[config.mk]
export PLATFORM = sky130hd
export DESIGN_NAME = dct_mac_array
export DESIGN_NICKNAME = d
export VERILOG_FILES = /design/src/rtl/dct_mac_array.sv
export SDC_FILE = /design/constraint.sdc
export NUM_CORES = 2
export LEC_CHECK = 0
export BUFFER_PORTS_ARGS = -buffer_cell sky130_fd_sc_hd__buf_4
export CAP_MARGIN = 20
export CORE_MARGIN = 2
export CORE_UTILIZATION = 59
export DETAILED_ROUTE_END_ITERATION = 10
export GPL_TIMING_DRIVEN = 0
export PLACE_DENSITY = 0.81
export SYNTH_ARGS = -nofsm -noshare
export SYNTH_HDL_FRONTEND = slang
export SYNTH_SLANG_ARGS = --single-unit
[constraint.sdc]
create_clock -name clk -period 6.9 [get_ports clk]
set_input_delay 0.69 -clock clk [delete_from_list [all_inputs] [get_ports clk]]
set_output_delay 0.69 -clock clk [all_outputs]
set_load 0.02 [all_outputs]
[src/rtl/dct_mac_array.sv]
// Parametrised 1-D DCT/IDCT multiply-accumulate stage: each of PTS lanes accumulates x[k]*c[i][k]
// over one column, then emits scaled, saturated results. Define DCT_MAC_ROUND_EN for round-half-up output scaling.
module dct_mac_array #(
  parameter int PTS  = 8,
  parameter int XW   = 12,
  parameter int CW   = 8,
  parameter int FRAC = 7,
  parameter int OW   = 16
) (
  input  logic                     clk,
  input  logic                     reset,
  input  logic                     in_valid,
  output logic                     in_ready,
  input  logic signed [XW-1:0]     in_x,
  input  logic [PTS*CW-1:0]        in_coef,
  output logic                     out_valid,
  input  logic                     out_ready,
  output logic [PTS*OW-1:0]        out_y,
  output logic [PTS-1:0]           out_sat,
  output logic [$clog2(PTS)-1:0]   out_col
);

  localparam int KW = $clog2(PTS);
  localparam int PW = XW + CW;
  localparam int AW = XW + CW + KW;
`ifdef DCT_MAC_ROUND_EN
  // One spare bit so the rounding addend can never wrap the sum.
  localparam int AWI = AW + 1;
  localparam int RND = (FRAC > 0) ? (2 ** FRAC) / 2 : 0;
`else
  localparam int AWI = AW;
  localparam int RND = 0;
`endif
  localparam int SW = (AWI > OW) ? AWI : OW + 1;

  localparam logic signed [SW-1:0] YMAX = {{(SW-OW+1){1'b0}}, {(OW-1){1'b1}}};
  localparam logic signed [SW-1:0] YMIN = {{(SW-OW+1){1'b1}}, {(OW-1){1'b0}}};

  logic [KW-1:0]           k_r;
  logic [KW-1:0]           col_r;
  logic [KW-1:0]           out_col_r;
  logic                    out_valid_r;
  logic [PTS*OW-1:0]       out_y_r;
  logic [PTS-1:0]          out_sat_r;
  logic signed [AWI-1:0]   acc_r [PTS];

  logic signed [PW-1:0]    prod_s [PTS];
  logic signed [AWI-1:0]   sum_s  [PTS];
  logic signed [AWI-1:0]   rnd_s  [PTS];
  logic signed [SW-1:0]    shr_s  [PTS];
  logic [OW-1:0]           y_s    [PTS];
  logic [PTS-1:0]          sat_s;
  logic                    last_s;
  logic                    beat_s;

  assign out_valid = out_valid_r;
  assign out_y     = out_y_r;
  assign out_sat   = out_sat_r;
  assign out_col   = out_col_r;

  // Handshake, per-lane MAC sum, output scaling and saturation.
  always_comb begin
    last_s   = (k_r == KW'(PTS-1));
    in_ready = !(last_s && out_valid_r && !out_ready);
    beat_s   = in_valid && in_ready;
    sat_s    = {PTS{1'b0}};
    for (int i = 0; i < PTS; i++) begin
      // Operands sign-extended to the full product width, so the low PW bits are exact.
      prod_s[i] = {{CW{in_x[XW-1]}}, in_x} *
                  {{XW{in_coef[i*CW+CW-1]}}, in_coef[i*CW +: CW]};
      if (k_r == {KW{1'b0}}) begin
        sum_s[i] = AWI'(prod_s[i]);
      end else begin
        sum_s[i] = acc_r[i] + AWI'(prod_s[i]);
      end
      rnd_s[i] = sum_s[i] + AWI'(RND);
      shr_s[i] = SW'(rnd_s[i]) >>> FRAC;
      if (shr_s[i] > YMAX) begin
        y_s[i]   = YMAX[OW-1:0];
        sat_s[i] = 1'b1;
      end else if (shr_s[i] < YMIN) begin
        y_s[i]   = YMIN[OW-1:0];
        sat_s[i] = 1'b1;
      end else begin
        y_s[i]   = shr_s[i][OW-1:0];
        sat_s[i] = 1'b0;
      end
    end
  end

  // Sample counter, accumulators and the held output column.
  always_ff @(posedge clk) begin
    if (reset) begin
      k_r         <= {KW{1'b0}};
      col_r       <= {KW{1'b0}};
      out_col_r   <= {KW{1'b0}};
      out_valid_r <= 1'b0;
      out_y_r     <= {(PTS*OW){1'b0}};
      out_sat_r   <= {PTS{1'b0}};
      for (int i = 0; i < PTS; i++) begin
        acc_r[i] <= {AWI{1'b0}};
      end
    end else begin
      if (beat_s) begin
        k_r <= k_r + KW'(1);
        for (int i = 0; i < PTS; i++) begin
          acc_r[i] <= sum_s[i];
        end
      end
      if (beat_s && last_s) begin
        out_valid_r <= 1'b1;
        out_col_r   <= col_r;
        col_r       <= col_r + KW'(1);
        out_sat_r   <= sat_s;
        for (int i = 0; i < PTS; i++) begin
          out_y_r[i*OW +: OW] <= y_s[i];
        end
      end else if (out_valid_r && out_ready) begin
        out_valid_r <= 1'b0;
      end
    end
  end

endmodule

# Word level (Yosys, flattened, before mapping)
# Memory sizes are Yosys's and may differ from the RTL's.
# Cells that the tools add are included.
# classes
add_sub_neg,10
multipliers,8
n_lt_le_gt_ge,16
eq_ne,1
n_mux,55
bitwise_logic,8
reduce_logical,9
# op_table
operator,count
23-bit 2-to-1 mux,16
16-bit 2-to-1 mux,16
23-bit by 20-bit adder with 23-bit output,8
12-bit by 8-bit multiplier with 20-bit output,8
16-bit > comparator (second input constant),8
16-bit < comparator (second input constant),8
1-bit 2-to-1 mux,23
1-bit bitwise OR,8
3-bit by 1-bit adder with 3-bit output (second input constant),2
1-bit logical AND,5
3-bit equality test (second input constant),1
3-bit logical NOT,1
1-bit logical NOT,2
2-bit nonzero test,1
# totals
reg_bits,146
ramBits,184
inputBits,80
out_inout_bits,141
elab_cells,114
n_memories,1
# memory_table
memory,depth,width,read_ports,rd_clocked_by_memory_dff,wr,line,source
acc_r,8,23,8,0,8,45,logic signed [AWI-1:0] acc_r [PTS];

# Depth between registers and ports, before layout
# logic_depth
word_depth,9
ltp_mapped,31
depth_no_buf,28

# Worst setup path before layout
# No wires, ideal clock.
# synth_path
path_type,input to register
startpoint,input in_x[9]
endpoint,memory acc_r[1][45] (netlist bit) (data pin)
setup_time_ps,266
t_arrival_ps,6731
required_time_ps,6634
path_slack_ps,-97
stages,25
n_path_buf,2
cell_sequence,clkbuf_1 clkbuf_1 nand2_1 fa_1 inv_1 fa_1 fa_1 inv_1 fa_1 inv_1 ha_1 and3_1 and3_1 a211oi_1 o31ai_1 a2111oi_0 nor3_2 ha_1 a21oi_1 nand2b_1 o311a_1 o21ai_1 or3b_1 xor2_1 nor2_1
# synth_lines
item,line,source
"start, declared",14,"input logic signed [XW-1:0] in_x,"
"end, declared",45,

==> metrics.log <==
INFO  metric outcome = finished clean
INFO  metric final.setup_skew = 0.0279 ns
INFO  metric worst_setup_path_startpoint = in_coef[21]
INFO  metric avgViaCountPerCell = 6.06
INFO  metric cts_tree = yes
INFO  metric finalHoldViolCount = 0
INFO  metric fin_ws = 0.0983 ns
INFO  metric final.period_utilization = 98.6%
INFO  metric postSynth.asyncResetShare = 0%
INFO  metric holdPathStages = 3
INFO  metric place.detailed.instances = 7,002
INFO  metric layout_commonest_cell = inv_1
INFO  metric layout.core_utilization = 66.3%
INFO  metric clock_sink_count = 330
INFO  metric worst_ep_required_time = 7.24 ns
INFO  metric holdBufCountCts = 0
INFO  metric worstReg2RegEnd = acc_r[0][47]$_SDFFCE_PN0P_
INFO  metric holdCritPathClass = in -> reg
INFO  metric post-route-drc-count = 0
INFO  metric cts_root_buffer = clkbuf_16
INFO  metric antenna_left = 0
INFO  metric synth_edf_count = 184
INFO  metric floorplan.initialDensity = 59.5%
INFO  metric post_route_cells_drive_above_1_share = 9.29%
INFO  metric sequential_cell_area = 8450 um2
INFO  metric synth.ff_latch_count = 330
INFO  metric n_fill_cell = 6,695
INFO  metric antenna_found_initial = 8
INFO  metric final-setup-viol-count = 0
INFO  metric cp_data_arrival_time = 7.14 ns
INFO  metric synth_top_flop_cell = edfxtp_1
INFO  metric die_area = 86,500 um2
INFO  metric grt_start_max_net_pins = 66
INFO  metric seq_area_frac_synth = 17.0%
INFO  metric max_freq = 0.147 GHz
INFO  metric dp_hpwl = 130 mm
INFO  metric num_vias = 42,897
INFO  metric crit_type = in -> reg
INFO  metric synthToLayoutAreaGrowth = 11.5%
INFO  metric grt_first_pass_wirelength = 249 mm
INFO  metric route.detailed.wl_per_inst = 23.4 um
INFO  metric worst_r2r_startpoint = k_r[0]$_SDFFE_PP0P_
INFO  metric final_max_slew_viol_count = 0
INFO  metric drt_pass1_iterations = 5
INFO  metric cap_violations = 0
INFO  metric routed_wirelength = 165 mm
INFO  metric synth.lib_cells_used.distinct = 85
INFO  metric worst-r2r-cell-count = 9
INFO  metric syn-cell-area = 49,700 um2
INFO  metric global_route.usage.total = 38.1%
INFO  metric core_region_area = 83,600 um2
INFO  metric clk_path_buf_depth = 3
INFO  metric routabilityCongestion = 0.989
INFO  metric htreeDepth = 1
INFO  metric globalRoute.totalOverflow = 0
INFO  metric relSlewSlack = 16.3%
INFO  metric number_of_buffers_added_on_ports = 208
INFO  metric die_w = 294 um
INFO  metric finalNetCount = 7,157
INFO  metric rrSetupSlack = 2.58 ns
INFO  metric endpoint = acc_r[0][67]$_SDFFCE_PN0P_
INFO  metric whs = 0.396 ns
INFO  metric post_place_setup_slack = -2.02 ns
INFO  metric syn_avg_cell_area = 8.70 um2
INFO  metric die_h = 294 um
INFO  metric worstSkewPairLatency = 0.60 ns
INFO  metric path_clk_slew = 0.07 ns
INFO  metric syn_nets = 6,905
INFO  metric worstSetupEndpointType = register
INFO  metric first_global_vias = 42,342
INFO  metric post_synthesis_cells = 5,709
INFO  metric yosys_warnings = 0
INFO  metric layout.cells.non_filler = 7,073
INFO  metric fin_crit = 6.80 ns
INFO  metric worst-slew-pin-transition = 1.26 ns
INFO  metric floorplan.io_pins = 221
INFO  metric rsz0062_at_grt = true
INFO  metric multi_input_area = 37,700 um2
INFO  metric worstSetupStartpointType = input port
INFO  metric cp_max_fo = 10
INFO  metric tritoncts.num_buffers = 30
INFO  metric drt_iter0_drc = 4,784
INFO  metric layout_common_cells = inv_1 (895), fa_1 (639), and2_1 (508)
INFO  metric rows = 106
kinds of logic after synthesis:
kind of cell	synth area share (%)
simple gates	17.2
buf+inv	8.78
fa+ha+maj	37.8
compound gates	13.3
flops	17.0
xor+xnor	5.32
mux	0.650
cells in the mapped netlist (all sizes together) (6+ instances only):
| master | instances | area (um2) |
|---|---|---|
| nand2 | 424 | 1590 |
| a31o | 9 | 78.8 |
| inv | 895 | 3360 |
| a41oi | 7 | 68.8 |
| or2 | 13 | 81.3 |
| o31ai | 11 | 82.6 |
| xnor2 | 213 | 1870 |
| nor2b | 34 | 213 |
| ha | 476 | 5960 |
| nor2 | 486 | 1820 |
| dfxtp | 146 | 2920 |
| o211a | 6 | 60.1 |
| a221oi | 6 | 52.6 |
| nor3b | 9 | 72.6 |
| a211oi | 144 | 1090 |
| o21a | 48 | 360 |
| a21oi | 336 | 1680 |
| fa | 640 | 12800 |
| mux2i | 30 | 300 |
| o21bai | 35 | 263 |
| buf | 22 | 83.8 |
| a21boi | 7 | 52.6 |
| a2111oi | 9 | 92.6 |
| a21o | 104 | 781 |
| nand3b | 14 | 105 |
| or3 | 18 | 113 |
| clkbuf | 245 | 920 |
| a31oi | 23 | 144 |
| a211o | 6 | 52.6 |
| nor3 | 53 | 290 |
| nand3 | 60 | 300 |
| o22ai | 6 | 37.5 |
| nor4 | 14 | 93.8 |
| edfxtp | 184 | 5530 |
| a311oi | 7 | 61.3 |
| o21ai | 188 | 941 |
| nand2b | 42 | 263 |
| nand4 | 16 | 100 |
| and3 | 25 | 156 |
| xor2 | 89 | 780 |
| and2 | 508 | 3180 |
| o211ai | 28 | 210 |
metal layers:
| layer | up-vias | wire length, um | GRT usage, % |
|---|---|---|---|
| met5 | - | 68 | 0 |
| met4 | 10 | 11700 | 22.8 |
| met3 | 587 | 20800 | 9.80 |
| met2 | 2582 | 70000 | 56.2 |
| met1 | 20681 | 62900 | 50.6 |
| li1 | 19037 | - | - |
worst min-delay path by stage:
stage / start / endpoint / slack, ns
final: in_valid / k_r[2]$_SDFFE_PP0P_ / 0.40
after global routing: in_valid / k_r[2]$_SDFFE_PP0P_ / 0.41
after global placement: out_sat[4]$_SDFFE_PP0P_ / out_sat[4]$_SDFFE_PP0P_ / 0.44
after CTS: in_valid / k_r[2]$_SDFFE_PP0P_ / 0.39
after detailed placement: out_sat[2]$_SDFFE_PP0P_ / out_sat[2]$_SDFFE_PP0P_ / 0.45
after floorplan: col_r[2]$_SDFFE_PP0P_ / out_col[2]$_SDFFE_PP0P_ / 0.44
stage by stage:
stage | setup TNS [ns] | cell area (um2)
after floorplan | 0 | 49700
after global routing | -0.527 | 55400
after detailed placement | -225.28 | 52700
after CTS | -0.00911 | 54400
final | 0 | 55400
after global placement | -605.04 | 52600
sequential cells by signal, indices dropped and copies added (netlist names):
register	cells
acc_r	184
out_valid	1
out_y	128
col_r	3
out_sat	8
k_r	3
out_col	3
repair_timing:
item	4_1_cts	5_1_grt
buffers inserted	6	23
endpoints found under the setup margin	175	98
endpoints found under the hold margin	0	0
resized for setup	208	290
pin swaps	4	32
critical path: stages:
cell and delay, ns:
buf_4 0.09, clkbuf_1 0.36, nand2_1 0.15, fa_1 0.55, fa_1 0.51, inv_1 0.05
fa_1 0.47, inv_1 0.05, fa_1 0.49, inv_1 0.05, ha_1 0.30, inv_1 0.08
o21ai_1 0.28, a21oi_2 0.13, o21ba_2 0.23, xnor2_1 0.56, ha_1 0.40, a21o_1 0.17
a21oi_1 0.14, nor2b_1 0.07, a211oi_2 0.37, o21ai_1 0.16, a31oi_1 0.29, xnor2_1 0.10
a21oi_1 0.33, nor2_1 0.07
cell type report:
| class | instances | area share [%] |
|---|---|---|
| Multi-Input combinational cell | 4217 | 68.1 |
| Sequential cell | 330 | 15.3 |
| Inverter | 895 | 6.07 |
| Timing Repair Buffer | 242 | 3.40 |
| Buffer | 245 | 2.84 |
| Tap cell | 1080 | 2.44 |
| Clock buffer | 43 | 1.71 |
| Clock inverter | 13 | 0.160 |
| Antenna cell | 8 | 0.0361 |
Power is left out: the tool's default activity adds up to more than one toggle a clock period on the data nets, which glitch-free logic cannot reach.
